## src/rtl/fifo_wr_arb.sv

```systemverilog
// fifo_wr_arb: round-robin write-side arbiter sharing one FIFO among NREQ producers.
//
// Ports:
//   clk        system clock, rising edge
//   rst        synchronous active-high reset (shared with the attached FIFO)
//   req        per-requester write request, held with data until granted
//   req_data   requester i data at [i*DW +: DW]
//   gnt        combinational one-hot grant; transfer on the edge where req[i] & gnt[i]
//   fifo_re    read enable the consumer presents to the FIFO
//   fifo_empty FIFO empty flag
//   fifo_we    registered FIFO write enable
//   fifo_din   registered FIFO write data
//   count      predicted occupancy, including a write still in flight
//   full_pred  registered, high when count == DEPTH
module fifo_wr_arb #(
  parameter int unsigned NREQ  = 4,
  parameter int unsigned DW    = 8,
  parameter int unsigned DEPTH = 16
) (
  input  logic                       clk,
  input  logic                       rst,
  input  logic [NREQ-1:0]            req,
  input  logic [NREQ*DW-1:0]         req_data,
  output logic [NREQ-1:0]            gnt,
  input  logic                       fifo_re,
  input  logic                       fifo_empty,
  output logic                       fifo_we,
  output logic [DW-1:0]              fifo_din,
  output logic [$clog2(DEPTH+1)-1:0] count,
  output logic                       full_pred
);

  localparam int unsigned IW = $clog2(NREQ);
  localparam int unsigned CW = $clog2(DEPTH + 1);
  localparam logic [CW-1:0] DepthC = CW'(DEPTH);
  localparam logic [IW-1:0] LastInit = IW'(NREQ - 1);

  logic [IW-1:0] last_q;
  logic [CW-1:0] count_q, count_d;
  logic          we_q;
  logic [DW-1:0] din_q;
  logic          full_q;

  logic          read_ok;
  logic          space;
  logic          xfer;
  logic [IW-1:0] gnt_idx;

  assign read_ok = fifo_re & ~fifo_empty;
  // A read accepted this cycle frees a slot for the write that lands next edge.
  assign space   = (count_q < DepthC) | read_ok;

  // Scan from the requester after the last winner, wrapping around.
  always_comb begin
    int unsigned idx;
    gnt     = '0;
    gnt_idx = '0;
    xfer    = 1'b0;
    idx     = 0;
    if (!rst && space) begin
      for (int unsigned k = 1; k <= NREQ; k++) begin
        idx = (32'(last_q) + k) % NREQ;
        if (!xfer && req[idx]) begin
          xfer         = 1'b1;
          gnt[idx]     = 1'b1;
          gnt_idx      = IW'(idx);
        end
      end
    end
  end

  // Decrement only on a read the FIFO really accepts; the zero guard is defensive.
  always_comb begin
    count_d = count_q;
    case ({xfer, read_ok && (count_q != '0)})
      2'b10:   count_d = count_q + 1'b1;
      2'b01:   count_d = count_q - 1'b1;
      default: count_d = count_q;
    endcase
  end

  always_ff @(posedge clk) begin
    if (rst) begin
      we_q    <= 1'b0;
      din_q   <= '0;
      count_q <= '0;
      full_q  <= 1'b0;
      last_q  <= LastInit;
    end else begin
      we_q    <= xfer;
      count_q <= count_d;
      full_q  <= (count_d == DepthC);
      if (xfer) begin
        din_q  <= req_data[32'(gnt_idx)*DW +: DW];
        last_q <= gnt_idx;
      end
    end
  end

  assign fifo_we   = we_q;
  assign fifo_din  = din_q;
  assign count     = count_q;
  assign full_pred = full_q;

endmodule

```

## config.mk

```make
export PLATFORM = sky130hd
export DESIGN_NAME = fifo_wr_arb
export DESIGN_NICKNAME = d
export VERILOG_FILES = /design/src/rtl/fifo_wr_arb.sv
export SDC_FILE = /design/constraint.sdc
export NUM_CORES = 1
export LEC_CHECK = 0
export ABC_AREA = 1
export CORE_MARGIN = 3
export CORE_UTILIZATION = 25
export DETAILED_ROUTE_END_ITERATION = 8
export PLACE_DENSITY = 0.48
export SLEW_MARGIN = 20
export SYNTH_ARGS = -nofsm -noshare
export SYNTH_HDL_FRONTEND = slang
export SYNTH_SLANG_ARGS = --single-unit
export TNS_END_PERCENT = 10
```

## constraint.sdc

```tcl
create_clock -name clk -period 4.1 [get_ports clk]
set_input_delay 1.025 -clock clk [delete_from_list [all_inputs] [get_ports clk]]
set_output_delay 1.025 -clock clk [all_outputs]
set_load 0.02 [all_outputs]
```

==> results of run 1 <==
[worst max-delay path, cell delays in order]
cell,delay (ps)
clkdlybuf4s50_1,510
nand2_1,120
nand2_4,100
nand2_4,50
nand2_4,120
nor2_2,70
nand2_1,70
o21ai_0,80
a31oi_1,140
o21ai_0,100
nand2_1,60
inv_1,30
dlymetal6s2s_1,190
[logic make-up after synthesis]
logic type / synth area share (%)
compound gates: 11.33
buf+inv: 10.35
fa+ha+maj: 10.20
flops: 20.41
xor+xnor: 1.576
mux: 0.6002
simple gates: 45.54
[report_power, final]
| part | internal, mW | switching, mW |
|---|---|---|
| Combinational | 0.623 | 1.00 |
| Sequential | 0.240 | 0.0661 |
| Clock | 0.0674 | 0.0595 |
[through the flow]
stage	worst slack (ps)	utilization [%]
global placement	64.45	36.92
global route	182.7	37.83
floorplan	916.9	-
finish	422.4	37.83
CTS	19.04	37.64
detailed placement	21.87	36.92
[area by class of cell]
| cell class | count | share of cell area [%] |
|---|---|---|
| clock inverter | 1 | 0.2060 |
| multi-input combinational | 200 | 47.63 |
| inverter | 33 | 5.407 |
| tap | 77 | 3.965 |
| sequential | 17 | 14.01 |
| timing repair buffer | 67 | 27.09 |
| clock buffer | 3 | 1.699 |
[per-layer routing]
layer  up-vias  wire, µm  share of wire [%]  track usage (%)
met3         2       327                6.8            3.010
met1       794      2291                 48            18.03
met5         -         0                  0                0
met2        57      2153                 45            21.58
met4         0        21               0.44            2.510
li1        950         -                  -                -
[placed cells by master, fill, tap and decap left out, types with 4 or more instances in the layout]
| cell type | netlist | final |
|---|---|---|
| nand2_4 | 6 | 6 |
| nor2_1 | 21 | 20 |
| buf_4 | 0 | 9 |
| nand2_1 | 77 | 77 |
| inv_1 | 27 | 27 |
| ha_1 | 12 | 12 |
| dfxtp_1 | 17 | 17 |
| o21ai_1 | 4 | 4 |
| clkdlybuf4s50_1 | 0 | 54 |
| a21oi_1 | 6 | 6 |
| nand3_1 | 31 | 31 |
| dlymetal6s2s_1 | 0 | 4 |
| inv_2 | 4 | 4 |
| o21ai_0 | 13 | 13 |
| nand2_2 | 5 | 5 |
[flip-flops by register name, summed over array words and instances (netlist names)]
name,cells
fifo_we,1
fifo_din,8
count,5
full_pred,1
last_q,2
[worst min path at each step]
stage                      startpoint          end  slack, ps  cells past startpoint
after floorplan           fifo_din[1]  fifo_din[1]        530                      2
after global placement    fifo_din[4]  fifo_din[4]        440                      2
after detailed placement  fifo_din[4]  fifo_din[4]        450                      2
after CTS                 fifo_din[4]  fifo_din[4]        460                      2
after global routing      fifo_din[5]  fifo_din[5]        480                      2
final                     fifo_din[4]  fifo_din[4]        450                      2
==> impl_metrics.csv, run 1 <==
group,metric,value,unit
status,status,"completed",
setup_path,r2r_slack,770,ps
routing,remaining_drc_errors,0,
placed_design,portBuffers,58,
timing,setup_viol,0,
layout,fillers,704,
die,io_pins,59,
clock_tree,cts-root-buf,"clkbuf_8",
setup_path,crit_path_start_kind,"primary input",
global_routing,grt_pass1_vias,1812,
setup_path,worstPathArrival,2650,ps
timing,worstMarginPinSlew,327.9,ps
routing,drtPass1Iterations,4,
pwr,leakage,1.245,nW
timing,min_period,3678,ps
logic_synthesis,synth.area.top_cells,"dfxtp_1 (20%), nand2_1 (17%), nand3_1 (9.3%), ha_1 (9.0%), inv_1 (6.1%)",
setup_path,cp.required,3070,ps
routing,drt_iter0_drc,57,
clock_tree,cts_resized,0,
clock_tree,clk_pin_slew,70,ps
pwr,finalPower,2.061,mW
hold_path,holdCritPathClass,"flop to flop",
layout,drive_gt1_share,12.77,%
flow_run,maxCapViolations,0,
timing,rsz0062_at_grt,"no",
routing,via_count,1803,
layout,postLayoutCellArea,2430,µm²
layout,diodes,0,
logic_synthesis,synth_edf_count,0,
logic_synthesis,ys_seq_area_share,20.41,%
pwr,vdd_drop_max,308.9,µV
die,rows,29,
global_routing,grtUsageTotal,13.26,%
setup_path,worstReg2RegEnd,"full_pred",
clock_tree,cts_hold_buf,0,
clock_tree,cts_setup_buffers,0,
placed_design,place.gp.congestion,0.7891,
setup_path,setup.worst_path.start,"req[0]",
logic_synthesis,synth_async_sr_flop_share,0,%
global_routing,grt_max_degree,20,
global_routing,gr-total-overflow,0,
setup_path,crit_type,"primary input to primary output",
placed_design,dp.cells,394,
logic_synthesis,ys_ff_latch,17,
die,coreArea,6422,µm²
timing,period_share,89.70,%
die,dieArea,7688,µm²
setup_path,r2r-start,"last_q[1]",
die,initial_core_util,25.97,%
logic_synthesis,syn_nets,307,
pwr,powerDensity,848.1,nW/µm²
clock_tree,cts_inserted_buffers,3,
logic_synthesis,synthTopCellsByCount,"nand2_1 (77), nand3_1 (31), inv_1 (27)",
setup_path,worstSetupEndpoint,"gnt[2]",
layout,area_growth,45.69,%
logic_synthesis,yosys.area.top_type,"dfxtp_1",
setup_path,critPathMaxFanout,7,
global_routing,grt_pass1_wl,8.231,mm
logic_synthesis,yosysUniqueCellTypes,37,
logic_synthesis,syn-cell-area,1668,µm²
placed_design,placed_area,2371,µm²
layout,seq_area,340.3,µm²
logic_synthesis,synthCells,254,
clock_tree,cts_tree,"built",
layout,nNetsFinal,375,
logic_synthesis,yosysMostFrequentCell,"nand2_1",
timing,hold_violations,0,
timing,final-max-slew-violation-count,0,
routing,wl,4.793,mm
layout,multiInputGateArea,1157,µm²
global_routing,antenna_found_initial,0,
routing,via_per_inst,4.530,
logic_synthesis,syn_area_per_cell,6.566,µm²
clock_tree,htreeDepth,1,
timing,fin_worst_skew,4.189,ps
timing,fmax,271.9,MHz
layout,final_cells,398,
die,die_h,87.68,µm
clock_tree,clock-sinks,17,
logic_synthesis,synth_flop_cell,"dfxtp_1",
routing,ant_nets,0,
timing,max_slew_margin,78.12,%
logic_synthesis,ys_warn_count,0,
clock_tree,clkLatencyLatePin,250,ps
placed_design,dp_hpwl,3.883,mm
timing,setup_tns,0,ps
logic_synthesis,yosysTopAreaCellShare,20.41,%
die,die_w,87.68,µm
routing,wl_per_cell,12.04,µm
setup_path,end_kind,"primary output",
clock_tree,ctsLongestPathBuffers,2,
timing,hold_slack,453.8,ps
setup_path,reg2reg_depth,18,
(Power assumes the default switching activity.)
==> run 2, diff against run 1 <==
--- a/config.mk
+++ b/config.mk
@@ -9,9 +9,9 @@
 export CORE_MARGIN = 3
 export CORE_UTILIZATION = 25
 export DETAILED_ROUTE_END_ITERATION = 8
+export GPL_ROUTABILITY_DRIVEN = 0
 export PLACE_DENSITY = 0.48
 export SLEW_MARGIN = 20
 export SYNTH_ARGS = -nofsm -noshare
 export SYNTH_HDL_FRONTEND = slang
 export SYNTH_SLANG_ARGS = --single-unit
-export TNS_END_PERCENT = 10
==> results of run 2 <==
Final layout, timing and power as in run 1 (identical DEF).
==> run 3, diff against run 2 <==
--- a/config.mk
+++ b/config.mk
@@ -8,8 +8,10 @@
 export ABC_AREA = 1
 export CORE_MARGIN = 3
 export CORE_UTILIZATION = 25
+export CTS_CLUSTER_SIZE = 12
 export DETAILED_ROUTE_END_ITERATION = 8
 export GPL_ROUTABILITY_DRIVEN = 0
+export MAX_ROUTING_LAYER = met4
 export PLACE_DENSITY = 0.48
 export SLEW_MARGIN = 20
 export SYNTH_ARGS = -nofsm -noshare
==> run 3 against run 2 <==
Compared with the run above:
- register-to-register slack about the same
- worst hold slack better by 2.7 ps
- maximum frequency about the same
- combinational power barely moved
- clock-buffer cell count stayed put
- critical path type unchanged
- critical endpoint unchanged
==> impl_metrics.csv, run 3 (synthesis results as in run 1) <==
group,metric,value,unit
timing,fmax,271.8,MHz
pwr,leakage,1.245,nW
layout,final_cell_mix,"nand2_1 (77), clkdlybuf4s50_1 (54), nand3_1 (31)",
clock_tree,ctsLongestPathBuffers,2,
routing,via_count,1799,
clock_tree,clk_pin_slew,70,ps
placed_design,placed_area,2371,µm²
setup_path,crit_type,"primary input to primary output",
pwr,powerDensity,846.9,nW/µm²
clock_tree,cts-root-buf,"clkbuf_8",
clock_tree,clkLatencyLatePin,250,ps
routing,drt_iter0_drc,57,
clock_tree,cts_hold_buf,0,
timing,fin_ws,421.2,ps
routing,via_per_inst,4.520,
clock_tree,cts_tree,"built",
flow_run,maxCapViolations,0,
placed_design,dp_hpwl,3.883,mm
setup_path,r2r_slack,780,ps
layout,area_growth,45.69,%
timing,rsz0062_at_grt,"no",
die,rows,29,
layout,fillers,704,
clock_tree,cts_inserted_buffers,3,
status,status,"completed",
timing,hold_violations,0,
setup_path,cp.required,3070,ps
global_routing,grtUsageTotal,13.59,%
placed_design,pre_cts_slack,21.87,ps
setup_path,crit_path_start_kind,"primary input",
global_routing,grt_max_degree,20,
die,coreArea,6422,µm²
die,initial_core_util,25.97,%
timing,fin_worst_skew,4.082,ps
global_routing,antenna_found_initial,0,
routing,wl_per_cell,12.01,µm
hold_path,hp-start,"fifo_din[4]",
setup_path,end_kind,"primary output",
layout,drive_gt1_share,12.77,%
hold_path,whs_endpoint,"fifo_din[4]",
setup_path,worstPathArrival,2650,ps
clock_tree,htreeDepth,1,
timing,worstMarginPinSlew,313.0,ps
setup_path,worstReg2RegEnd,"full_pred",
setup_path,r2r-start,"last_q[1]",
hold_path,holdPathStages,2,
timing,setup_viol,0,
timing,final-max-slew-violation-count,0,
layout,diodes,0,
timing,max_slew_margin,79.11,%
die,die_h,87.68,µm
die,dieArea,7688,µm²
routing,drtPass1Iterations,4,
die,die_w,87.68,µm
timing,min_period,3679,ps
layout,postLayoutCellArea,2430,µm²
layout,utilization,37.83,%
timing,setup_tns,0,ps
die,io_pins,59,
layout,final_common_cell,"nand2_1",
placed_design,portBuffers,58,
setup_path,critPathMaxFanout,7,
layout,nNetsFinal,375,
routing,ant_nets,0,
timing,period_share,89.73,%
pwr,vdd_drop_max,309.0,µV
clock_tree,clock-sinks,17,
global_routing,grt_pass1_wl,8.176,mm
routing,remaining_drc_errors,0,
global_routing,grt_pass1_vias,1827,
routing,wl,4.780,mm
layout,largest_reg_flops,8,
global_routing,gr-total-overflow,0,
hold_path,holdCritPathClass,"flop to flop",
setup_path,reg2reg_depth,18,
## run 3: worst max-delay path by stage
| stage | startpoint | to | slack [ps] |
|---|---|---|---|
| floorplan | req[2] | full_pred | 920 |
| global placement | req[1] | gnt[2] | 60 |
| detailed placement | req[0] | gnt[2] | 20 |
| CTS | req[0] | gnt[2] | 20 |
| global route | req[1] | full_pred | 180 |
| finish | req[2] | gnt[2] | 420 |
## run 3: layer usage
layer  vias up  GRT usage (%)  part of all wire (%)
met5         -              -                     0
met4         0          2.510                  0.40
met3         2          1.693                   5.2
met2        51          21.85                    45
met1       800          18.37                    49
li1        946              -                     -
## run 3: through the flow
stage | total power, mW | hold WS, ps | std cells
2_1_floorplan | 1.470 | 526.4 | 254
3_3_place_gp | 1.957 | 443.3 | 394
3_5_place_dp | 1.942 | 445.7 | 394
5_1_grt | 2.289 | 479.1 | 398
6_report | 2.058 | 456.6 | 398
4_1_cts | 2.077 | 458.8 | 398
## run 3: final cells by class
| type | count | area (µm²) | share of cell area [%] |
|---|---|---|---|
| clock inverter | 1 | 5.005 | 0.2060 |
| sequential | 17 | 340.3 | 14.01 |
| timing repair buffer | 67 | 658.1 | 27.09 |
| inverter | 33 | 131.4 | 5.407 |
| tap | 77 | 96.34 | 3.965 |
| clock buffer | 3 | 41.29 | 1.699 |
| multi-input combinational | 200 | 1157 | 47.63 |
## run 3: report_power, final
| group | internal [mW] | switching [mW] |
|---|---|---|
| clock | 0.0674 | 0.0595 |
| sequential | 0.240 | 0.0663 |
| combinational | 0.622 | 1.00 |
| total | 0.930 | 1.13 |
## run 3: repair_timing
action | 4_1_cts | 5_1_grt
resized for setup | 0 | 5
buffers inserted | 0 | 0
setup endpoints to repair | 0 | 4
## run 3: worst max-delay path, stage by stage
cell and delay [ps]:
clkdlybuf4s50_1 490, inv_1 60, nand2_1 80, nand3_2 110, nand2_4 150, nor2_2 70, nand2_1 70, o21ai_0 80
a31oi_1 140, o21ai_0 100, nand2_1 60, inv_1 30, dlymetal6s2s_1 190
==> patch 1 (config.mk and constraints of run 1) <==
Register the output `count` once more, without a reset; this adds one clock of latency there. The other outputs are not delayed to match. Comments in the files are not updated.
--- a/src/rtl/fifo_wr_arb.sv
+++ b/src/rtl/fifo_wr_arb.sv
@@ -100,5 +100,7 @@
   assign fifo_we   = we_q;
   assign fifo_din  = din_q;
-  assign count     = count_q;
+  always_ff @(posedge clk) begin
+    count <= count_q;
+  end
   assign full_pred = full_q;
 
Behaviour: not the same (a bounded check fails within 4 cycles, from zero or initial values and one cycle with rst high).
==> patch 1 against run 1 <==
  * Sequential cell count grew 5
  * Design area grew 6.7%
  * Synthesized area grew 6.2%
  * Power grew 9.2%
  * Maximum frequency shrank 1.1%
  * Routed wire length grew 1.4%
  * Synthesized cell count grew 4.7%
  * Worst hold slack lost 0.072 ns
  * Clock skew shrank 0.0027 ns
  * Global-route usage shrank 0.81 points
  * Setup slack lost 0.039 ns
  * Largest cell class unchanged
  * Highest routed layer unchanged
==> patch 1: results <==
export IMPL_clock_sinks=22
export IMPL_drive_gt1_share_pct=12.6
export IMPL_synth_seq_area_share_pct=24.9
export IMPL_status="finished clean"
export IMPL_clock_latency_ns=0.27
export IMPL_vias_per_cell=4.28
export IMPL_place_hpwl_mm=3.88
export IMPL_buf_share_pct=25.1
export IMPL_synthTopCellsByArea="dfxtp_1 (25%), nand2_1 (17%), nand3_1 (9.6%)"
export IMPL_wl_met1_mm=2.31
export IMPL_yosys_top_cells_count="nand2_1 (80), nand3_1 (34), inv_1 (33)"
export IMPL_power_switching_mw=1.18
export IMPL_slew_headroom_pct=75.8
export IMPL_p_leak_nw=1.29
export IMPL_track_usage_pct=12.4
export IMPL_seq_area_share_pct=17.0
export IMPL_vdd_ir_drop_worst_v=0.000236
export IMPL_synth_fa_ha_area_share_pct=9.61
export IMPL_place_area_mm2=0.00250
export IMPL_pg_clk_uw=210
export IMPL_grt_pass1_wl_mm=8.38
export IMPL_grtUsageMet2_pct=20.7
export IMPL_wl_met2_mm=2.17
export IMPL_buffers=66
export IMPL_synth_xor_area_share_pct=1.48
export IMPL_grt_pass1_vias=1811
export IMPL_met3_length_um=328
export IMPL_final_nets=387
export IMPL_critPathArrivalTime_ns=2.69
export IMPL_multi_input_comb_cells=202
export IMPL_gp_congestion=0.901
export IMPL_use_met3_pct=3.85
export IMPL_slowest_delay_ns=0.49
export IMPL_multiInputGateArea_mm2=0.00116
export IMPL_drt_wl_total_mm=4.86
export IMPL_powerComb_mw=1.67
export IMPL_ys_types=32
export IMPL_ff2ff_path_depth=21
export IMPL_use_met1_pct=15.8
-- patch 1: changes by cell type after synthesis, sizes merged, moves of 2 or more --
cell          run 1  this run
dfxtp            17        22
inv              33        38
a21oi             8         5
nand3            33        36
a31oi             2         4
nand2            89        91
-- patch 1: logic make-up after synthesis --
logic type / after synthesis
adders and majority gates: 13
AOI/OAI and AO/OA: 31
buffers and inverters: 42
xor gates and xnor gates: 3
and+or+nand+nor: 155
DFF: 22
-- patch 1: final timing paths --
check                  start   endpoint  slack, ns
setup reg to reg   last_q[1]  full_pred       0.83
hold reg to reg   count_q[2]   count[2]       0.38
hold / removal    count_q[2]   count[2]       0.38
setup / recovery      req[2]     gnt[3]       0.38
-- patch 1: per-stage QoR --
step	instances	util [%]	setup TNS, ns	total power, mW
after floorplan	266	-	0	1.56
after global placement	425	36.6	-0.0942	2.06
after detailed placement	425	36.6	-0.0212	2.05
after CTS	429	37.7	0	2.27
after global routing	429	37.9	0	2.49
final	429	37.9	0	2.25
==> patch 2 (settings of run 1) <==
Made on the original files. `DEPTH`: 16 -> 32.
--- a/src/rtl/fifo_wr_arb.sv
+++ b/src/rtl/fifo_wr_arb.sv
@@ -16,5 +16,5 @@
   parameter int unsigned NREQ  = 4,
   parameter int unsigned DW    = 8,
-  parameter int unsigned DEPTH = 16
+  parameter int unsigned DEPTH = 32
 ) (
   input  logic                       clk,
Ports: changed (resized count); port bits go from 59 to 60. No check against the original RTL was run, so the function may have changed too.
==> patch 2 against run 1 <==
  * Routed wire length is 3.8% higher
  * Register-to-register slack worse by 0.10 ns
  * Sequential cell count increased by 1
  * Design area rose by 7.2%
  * Utilization is 0.072 points higher
  * Count of clock-buffer cells in the layout rose by 1
  * Power grew 3.1%
  * Synthesized area is 7.7% higher
  * Die area rose by 7.1%
  * Final cell count increased by 10%
  * Non-clock buffer count rose by 2
  * Largest power group unchanged
  * Sequential share of layout area is 0.17 points lower
  * Setup slack lost 0.026 ns
==> patch 2: results <==
export IMPL_place_area_mm2=0.00254
export IMPL_synth_seq_area_share_pct=20.1
export IMPL_status="finished clean"
export IMPL_vdd_ir_drop_worst_v=0.000236
export IMPL_yosys_top_cells_count="nand2_1 (84), inv_1 (34), nand3_1 (33)"
export IMPL_drt_initial_drc_count=43
export IMPL_synth_fa_ha_area_share_pct=10.2
export IMPL_grt_pass1_wl_mm=8.52
export IMPL_hold_ws_ns=0.474
export IMPL_ctsResizeCount=1
export IMPL_synthTopCellsByArea="dfxtp_1 (20%), nand2_1 (18%), nand3_1 (9.2%)"
export IMPL_gp_congestion=0.832
export IMPL_intPower_uw=979
export IMPL_finClkSkew_ns=0.00661
export IMPL_slowest_delay_ns=0.48
export IMPL_grt_pass1_vias=1833
export IMPL_drive_gt1_share_pct=12.9
export IMPL_synthMuxAreaShare_pct=0.557
export IMPL_reg2reg_slack_ns=0.67
export IMPL_place_inst=434
export IMPL_dp_slack_ns=-0.0341
export IMPL_p_leak_nw=1.32
export IMPL_synth_compound_area_share_pct=9.97
export IMPL_fin_cells=438
export IMPL_io_buffers=59
export IMPL_critPathArrivalTime_ns=3.85
export IMPL_wire_per_inst_um=11.4
export IMPL_critPathMaxFanout=5
export IMPL_critical_path_top_delay_family="simple AND/OR/NAND/NOR gates"
export IMPL_synth_xor_area_share_pct=1.95
export IMPL_track_usage_pct=12.5
export IMPL_clock_latency_ns=0.25
export IMPL_num_vias=1826
export IMPL_syn_nets=328
-- patch 2: changes by cell type after synthesis, moves of 3 or more --
cell | before | now
inv_1 | 27 | 34
o21ai_0 | 13 | 16
nand2_1 | 77 | 84
o21ai_1 | 4 | 1
nand2_2 | 5 | 9
inv_2 | 4 | 1
-- patch 2: power by group through the flow --
| stage | Clock, mW | Sequential, mW | Combinational (mW) |
|---|---|---|---|
| 2_1_floorplan | 0 | 0.373 | 1.15 |
| 3_3_place_gp | 0 | 0.320 | 1.69 |
| 3_5_place_dp | 0 | 0.318 | 1.68 |
| 4_1_cts | 0.152 | 0.316 | 1.69 |
| 5_1_grt | 0.157 | 0.323 | 1.88 |
| 6_report | 0.145 | 0.313 | 1.67 |
-- patch 2: metal layers --
layer | track usage (%) | routed length, um | vias to the layer above
li1 | - | - | 1004
met1 | 15.3 | 2230 | 775
met2 | 21.4 | 2360 | 45
met3 | 4.42 | 366 | 2
met4 | 1.79 | 14 | 0
met5 | 0 | 0 | -
-- patch 2: path summary, 6_finish.rpt --
check | from | to
setup / recovery | req[1] | full_pred
hold / removal | fifo_din[7] | fifo_din[7]
setup reg to reg | last_q[1] | full_pred
hold reg to reg | fifo_din[7] | fifo_din[7]
-- patch 2: layout make-up --
type                            count  area [um2]
Sequential cell                    18         360
Multi-Input combinational cell    213        1240
Clock buffer                        4        55.1
Fill cell                         734        4270
Tap cell                           96         120
Timing Repair Buffer               69         676
Inverter                           38         151
-- patch 2: logic make-up (layout without fill, tap and decap cells) --
group / Yosys count / count (layout)
simple gates: 163 / 163
buf+inv: 43 / 111
compound gates: 31 / 31
flops: 18 / 18
fa+ha+maj: 14 / 14
xor+xnor: 4 / 4
mux: 1 / 1
